## src/rtl/async_fifo_pkg.sv

```systemverilog
// Shared helpers for async_fifo: address/pointer width calculation and
// gray-code conversion used by the FIFO pointers.
package async_fifo_pkg;

    // Working width for the gray-code helpers; callers zero-extend/truncate.
    localparam int GRAY_W = 32;

    // Address width needed to index a memory of 'depth' entries.
    function automatic int addr_w_f(input int depth);
        return $clog2(depth);
    endfunction

    // Pointer width: address bits plus one wrap bit.
    function automatic int ptr_w_f(input int depth);
        return addr_w_f(depth) + 32'sd1;
    endfunction

    // Binary to reflected gray code.
    function automatic logic [GRAY_W-1:0] bin2gray(input logic [GRAY_W-1:0] bin);
        return bin ^ (bin >> 32'd1);
    endfunction

    // Reflected gray code back to binary (zero-extended upper bits stay zero).
    function automatic logic [GRAY_W-1:0] gray2bin(input logic [GRAY_W-1:0] gray);
        logic [GRAY_W-1:0] bin;
        bin[GRAY_W-1] = gray[GRAY_W-1];
        for (int i = GRAY_W - 2; i >= 0; i--) begin
            bin[i] = bin[i+1] ^ gray[i];
        end
        return bin;
    endfunction

endpackage

```

## src/rtl/async_fifo_mem.sv

```systemverilog
// Simple dual-port register array for async_fifo: one write port and one
// registered read port. Storage is not reset; only the read register is.
module async_fifo_mem
    import async_fifo_pkg::*;
#(
    parameter int DATA_WIDTH = 4,
    parameter int FIFO_DEPTH = 8,
    parameter int ADDR_W     = 3
) (
    input  logic                  clk,
    input  logic                  rst_n,
    input  logic                  we,
    input  logic [ADDR_W-1:0]     waddr,
    input  logic [DATA_WIDTH-1:0] wdata,
    input  logic                  re,
    input  logic [ADDR_W-1:0]     raddr,
    output logic [DATA_WIDTH-1:0] rdata
);

    logic [DATA_WIDTH-1:0] mem_q [FIFO_DEPTH];
    logic [DATA_WIDTH-1:0] mem_d [FIFO_DEPTH];
    logic [DATA_WIDTH-1:0] rdata_q;
    logic [DATA_WIDTH-1:0] rdata_d;

    // Next memory contents: update only the addressed word on a write.
    always_comb begin
        mem_d = mem_q;
        if (we) begin
            mem_d[waddr] = wdata;
        end else begin
            mem_d = mem_q;
        end
    end

    // Storage array; intentionally not cleared by reset.
    always_ff @(posedge clk) begin
        mem_q <= mem_d;
    end

    // Next read data: load the addressed word on a read, otherwise hold.
    always_comb begin
        rdata_d = rdata_q;
        if (re) begin
            rdata_d = mem_q[raddr];
        end else begin
            rdata_d = rdata_q;
        end
    end

    // Read data register with synchronous active-low reset.
    always_ff @(posedge clk) begin
        if (!rst_n) begin
            rdata_q <= {DATA_WIDTH{1'b0}};
        end else begin
            rdata_q <= rdata_d;
        end
    end

    assign rdata = rdata_q;

endmodule

```

## src/rtl/async_fifo.sv

```systemverilog
// async_fifo: single-clock FIFO with gray-coded pointers and
// full/afull/aempty/empty flags. Define ASYNC_FIFO_SYNC_PTR_EN to route the
// opposite-side gray pointer through a 2-flop synchronizer before the flag
// compares (dual-clock-ready, conservative flag deassertion).
module async_fifo
    import async_fifo_pkg::*;
#(
    parameter int DATA_WIDTH  = 4,
    parameter int FIFO_DEPTH  = 8,
    parameter int FIFO_AFULL  = FIFO_DEPTH - 1,
    parameter int FIFO_AEMPTY = 1
) (
    input  logic                  clk,
    input  logic                  rst_n,
    input  logic                  wr_en,
    input  logic [DATA_WIDTH-1:0] wr_data,
    input  logic                  rd_en,
    output logic [DATA_WIDTH-1:0] rd_data,
    output logic                  full,
    output logic                  afull,
    output logic                  aempty,
    output logic                  empty
);

    localparam int ADDR_W = addr_w_f(FIFO_DEPTH);
    localparam int PTR_W  = ptr_w_f(FIFO_DEPTH);

    localparam logic [PTR_W-1:0] PTR_ZERO   = {PTR_W{1'b0}};
    localparam logic [PTR_W-1:0] PTR_ONE    = {{(PTR_W-1){1'b0}}, 1'b1};
    localparam logic [PTR_W-1:0] AFULL_LVL  = PTR_W'(FIFO_AFULL);
    localparam logic [PTR_W-1:0] AEMPTY_LVL = PTR_W'(FIFO_AEMPTY);

    logic [PTR_W-1:0] wptr_q, wptr_d, rptr_q, rptr_d;
    logic [PTR_W-1:0] wgray_q, wgray_d, rgray_q, rgray_d;

    logic             wr_accept_s, rd_accept_s;
    logic             full_s, afull_s, aempty_s, empty_s;

    // Pointer views used by the flag logic (local or synchronized).
    logic [PTR_W-1:0] wgray_rd_s;   // write pointer as seen by read side
    logic [PTR_W-1:0] rgray_wr_s;   // read pointer as seen by write side
    logic [PTR_W-1:0] occ_rd_s;     // occupancy as seen by read side
    logic [PTR_W-1:0] occ_wr_s;     // occupancy as seen by write side

    // Reset gating keeps the memory untouched while reset is asserted.
    assign wr_accept_s = wr_en & ~full_s  & rst_n;
    assign rd_accept_s = rd_en & ~empty_s & rst_n;

    // Next pointer values: advance binary pointer and its gray copy on acceptance.
    always_comb begin
        wptr_d  = wptr_q;
        wgray_d = wgray_q;
        rptr_d  = rptr_q;
        rgray_d = rgray_q;
        if (wr_accept_s) begin
            wptr_d  = wptr_q + PTR_ONE;
            wgray_d = PTR_W'(bin2gray(GRAY_W'(wptr_d)));
        end else begin
            wptr_d  = wptr_q;
            wgray_d = wgray_q;
        end
        if (rd_accept_s) begin
            rptr_d  = rptr_q + PTR_ONE;
            rgray_d = PTR_W'(bin2gray(GRAY_W'(rptr_d)));
        end else begin
            rptr_d  = rptr_q;
            rgray_d = rgray_q;
        end
    end

    // Pointer registers; reset discards all stored data.
    always_ff @(posedge clk) begin
        if (!rst_n) begin
            wptr_q  <= PTR_ZERO;
            wgray_q <= PTR_ZERO;
            rptr_q  <= PTR_ZERO;
            rgray_q <= PTR_ZERO;
        end else begin
            wptr_q  <= wptr_d;
            wgray_q <= wgray_d;
            rptr_q  <= rptr_d;
            rgray_q <= rgray_d;
        end
    end

`ifdef ASYNC_FIFO_SYNC_PTR_EN
    logic [PTR_W-1:0] wgray_s1_q, wgray_s1_d, wgray_s2_q, wgray_s2_d;
    logic [PTR_W-1:0] rgray_s1_q, rgray_s1_d, rgray_s2_q, rgray_s2_d;

    // Synchronizer shift: each gray pointer moves one stage per cycle.
    always_comb begin
        wgray_s1_d = wgray_q;
        wgray_s2_d = wgray_s1_q;
        rgray_s1_d = rgray_q;
        rgray_s2_d = rgray_s1_q;
    end

    // Two-flop synchronizers for the cross-side gray pointers.
    always_ff @(posedge clk) begin
        if (!rst_n) begin
            wgray_s1_q <= PTR_ZERO;
            wgray_s2_q <= PTR_ZERO;
            rgray_s1_q <= PTR_ZERO;
            rgray_s2_q <= PTR_ZERO;
        end else begin
            wgray_s1_q <= wgray_s1_d;
            wgray_s2_q <= wgray_s2_d;
            rgray_s1_q <= rgray_s1_d;
            rgray_s2_q <= rgray_s2_d;
        end
    end

    // Local pointer is used directly so own-side flag assertion stays immediate.
    assign wgray_rd_s = wgray_s2_q;
    assign rgray_wr_s = rgray_s2_q;
    assign occ_rd_s   = PTR_W'(gray2bin(GRAY_W'(wgray_s2_q))) - rptr_q;
    assign occ_wr_s   = wptr_q - PTR_W'(gray2bin(GRAY_W'(rgray_s2_q)));
`else
    assign wgray_rd_s = wgray_q;
    assign rgray_wr_s = rgray_q;
    assign occ_rd_s   = wptr_q - rptr_q;
    assign occ_wr_s   = wptr_q - rptr_q;
`endif

    // Status flags: full/empty from gray compare, afull/aempty from occupancy.
    always_comb begin
        empty_s  = (wgray_rd_s == rgray_q);
        full_s   = (wgray_q[PTR_W-1:PTR_W-2] == ~rgray_wr_s[PTR_W-1:PTR_W-2]) &&
                   (wgray_q[PTR_W-3:0] == rgray_wr_s[PTR_W-3:0]);
        afull_s  = (occ_wr_s >= AFULL_LVL);
        aempty_s = (occ_rd_s <= AEMPTY_LVL);
    end

    assign full   = full_s;
    assign afull  = afull_s;
    assign aempty = aempty_s;
    assign empty  = empty_s;

    async_fifo_mem #(
        .DATA_WIDTH (DATA_WIDTH),
        .FIFO_DEPTH (FIFO_DEPTH),
        .ADDR_W     (ADDR_W)
    ) u_mem (
        .clk   (clk),
        .rst_n (rst_n),
        .we    (wr_accept_s),
        .waddr (wptr_q[ADDR_W-1:0]),
        .wdata (wr_data),
        .re    (rd_accept_s),
        .raddr (rptr_q[ADDR_W-1:0]),
        .rdata (rd_data)
    );

endmodule

```

## config.mk

```make
export PLATFORM = sky130hd
export DESIGN_NAME = async_fifo
export DESIGN_NICKNAME = d
export VERILOG_FILES = /design/src/rtl/async_fifo_pkg.sv /design/src/rtl/async_fifo_mem.sv /design/src/rtl/async_fifo.sv
export SDC_FILE = /design/constraint.sdc
export NUM_CORES = 1
export LEC_CHECK = 0
export ABC_CLOCK_PERIOD_IN_PS = 3500
export CAP_MARGIN = 5
export CORE_ASPECT_RATIO = 1.2
export CORE_MARGIN = 2
export CORE_UTILIZATION = 62
export CTS_CLUSTER_SIZE = 10
export DETAILED_ROUTE_END_ITERATION = 10
export PLACE_DENSITY = 0.83
export SLEW_MARGIN = 5
export SYNTH_ARGS = -nofsm -noshare
export SYNTH_HDL_FRONTEND = slang
export SYNTH_SLANG_ARGS = --single-unit
```

## constraint.sdc

```tcl
create_clock -name clk -period 3.5 [get_ports clk]
set_clock_uncertainty 0.1 [all_clocks]
set_input_delay 0.7 -clock clk [delete_from_list [all_inputs] [get_ports clk]]
set_output_delay 0.7 -clock clk [all_outputs]
set_load 0.01 [all_outputs]
```

==> out/metrics.cfg <==
[outcome]
run_status=complete, no violations

[setup_path]
critPathBufInv=3
worstPathCellList=clkinvlp_4 > buf_4 > fa_1 > xor2_1 > nand3b_1 > o21ai_0 > clkdlybuf4s50_1
critPathKind=reg -> out
worstPathMaxFanout=6
end_kind=output pin
cp.arrival_ns=2.45
start_kind=register
critPathRequiredTime_ns=2.70
critical-path-max-stage-delay_ns=0.57
crit_family=buffers and inverters
cpMaxStageDelayCell=clkdlybuf4s50_1

[sta]
slew_viol_final=0
setup_tns_ns=0
hold_viol_final=0
timing.final.crit_share_pct=92.86
timing.final.ws_setup_ns=0.2498
slew_headroom_pct=55.43
timing.hold.ws_ns=0.3827
fmax_mhz=307.7
grt_setup_unrepaired=false
setup_viol=0
fin_crit_ns=3.250
tightest_slew_ns=0.6634

[synthesis]
ys.flop_type=edfxtp_1
synth_warnings=0
async_flop_share_pct=0
syn_inst=180
ys_types=35
synth_edf_count=32
synth-seq-cells=50
synthesis.area_um2=2297
synth-seq-area-share_pct=57.52
synth_area_per_cell_um2=12.76
syn-num-nets=194

[detailed_routing]
drtIter0Drc=88
viasPerCell=5.914
routed_wl_um=4170
wire_per_inst_um=17.16
ant_nets=0
drt_pass1_iterations=4
vias=1437
drc=0

[final_layout]
areaGrowthSynthToFinish_pct=14.05
final_cell_mix=edfxtp_1, dfxtp_1, clkdlybuf4s50_1
layout-drive-gt1-share_pct=15.69
layout.cells.non_filler=243
diodes=0
final_nets=217
final_common_cell=edfxtp_1
final_cell_area_um2=2620

[placement]
place_hpwl_um=3048
io_buffers=15
place_congestion=0.7901
dpl_worst_slack_ns=0.4340
place_area_um2=2480
place_inst=230

[power_and_ir_drop]
ir_worst_vdd_v=0.0003818
leakage_uw=0.0009386
power_density_nw_per_um2=531.9

[floorplan]
dieArea_um2=4210
io_pins=16
coreArea_um2=3603
die_w_um=59.57
die_h_um=70.68
fp-row-count=24
initial_utilization_pct=63.75

[clock_tree]
cts_tree=yes
htreeDepth=2
clockBufferDepth=2
clock_sinks=50
clkTransAtPathRegs_ns=0.10
cts_made_buffers=5
cts-root-buf=clkbuf_8
clk_latency_ns=0.31
hold_buffers=0

[global_route]
grt_pass1_vias=1479
grt_first_pass_wirelength_um=6920
overflow=0
antenna_found_initial=0
track_usage_pct=22.79
grt_max_degree=21

[flow_run]
maxCapViolCount=0

[hold_path]
hp-class=reg -> reg

state kept, by name (all words and copies together) (netlist names):
name,cells
rgray_q,3
rptr_q,4
u_mem.mem_q,32
u_mem.rdata,4
wgray_q,3
wptr_q,4
Yosys cell counts, types with 2 or more instances:
| cell | instances | area share (%) |
|---|---|---|
| edfxtp_1 | 32 | 42 |
| dfxtp_1 | 18 | 16 |
| nand2_1 | 13 | 2.1 |
| xnor2_1 | 13 | 5.0 |
| o21ai_0 | 10 | 2.2 |
| a21oi_1 | 8 | 1.7 |
| mux4_2 | 8 | 7.8 |
| nand3_1 | 8 | 1.7 |
| inv_1 | 7 | 1.1 |
| nor2_1 | 7 | 1.1 |
| mux2i_1 | 6 | 2.6 |
| ha_1 | 5 | 2.7 |
| xor2_1 | 5 | 1.9 |
| nor3_1 | 4 | 0.87 |
| o21ai_1 | 4 | 0.87 |
| and3_1 | 3 | 0.82 |
| buf_4 | 3 | 0.98 |
| clkbuf_1 | 3 | 0.49 |
| nand2b_1 | 3 | 0.82 |
| o21a_1 | 3 | 0.98 |
| and2_1 | 2 | 0.54 |
| nand3_2 | 2 | 0.87 |
per-layer routing:
layer / up-vias / global-route usage, % / share of wire (%)
met5: - / 0 / 0
met4: 0 / 7.407 / 2.0
met3: 8 / 5.484 / 3.2
met2: 31 / 40.78 / 57
met1: 696 / 26.24 / 38
li1: 702 / - / -
where the power goes:
part	switching [uW]	total [uW]	internal, uW	leakage, uW
Combinational	169	357	188	0.000452
Sequential	25.1	685	659	0.000436
Clock	203	352	148	0.0000502
Total	398	1390	996	0.000939
per-stage QoR:
| stage | power (uW) | utilization (%) |
|---|---|---|
| global placement | 1028 | 68.82 |
| finish | 1394 | 72.71 |
| detailed placement | 1046 | 68.82 |
| floorplan | 931.2 | - |
| global route | 1461 | 72.71 |
| CTS | 1391 | 71.53 |
final timing paths:
| path | startpoint | depth (start not counted) | to | slack [ns] |
|---|---|---|---|---|
| setup / recovery | rptr_q[1] | 7 | afull | 0.25 |
| hold / removal | wgray_q[1] | 2 | wgray_q[1] | 0.38 |
| setup reg to reg | rptr_q[3] | 4 | u_mem.mem_q[15] | 1.27 |
| hold reg to reg | wgray_q[1] | 2 | wgray_q[1] | 0.38 |
cell type report:
type / instances / area, um2
tap: 39 / 48.80
inverter: 8 / 33.78
multi-input combinational: 113 / 892.1
sequential: 50 / 1323
timing repair buffer: 25 / 225.2
clock buffer: 5 / 68.82
fill: 255 / 983.4
clock inverter: 3 / 28.78
kinds of logic after synthesis:
logic type                 Yosys count  synth area share [%]
muxes                               14                 10.46
AOI/OAI and AO/OA                   28                 7.190
xor gates and xnor gates            18                 6.863
and+or+nand+nor                     47                 10.73
adders and majority gates            6                 3.595
DFF                                 50                 57.52
buffers and inverters               17                 3.649
worst register-to-register path: stages, from the launching register on:
cell and delay [ns]:
dfxtp_1 0.49, xor2_1 0.19, a41oi_2 0.37, nand3_2 0.17
nor3_1 0.56
timing repair:
item,in CTS,in global routing
gates resized for setup,0,2
endpoints found under the setup margin,0,2
setup buffers,0,5
Power figures use the tool's default switching activity.
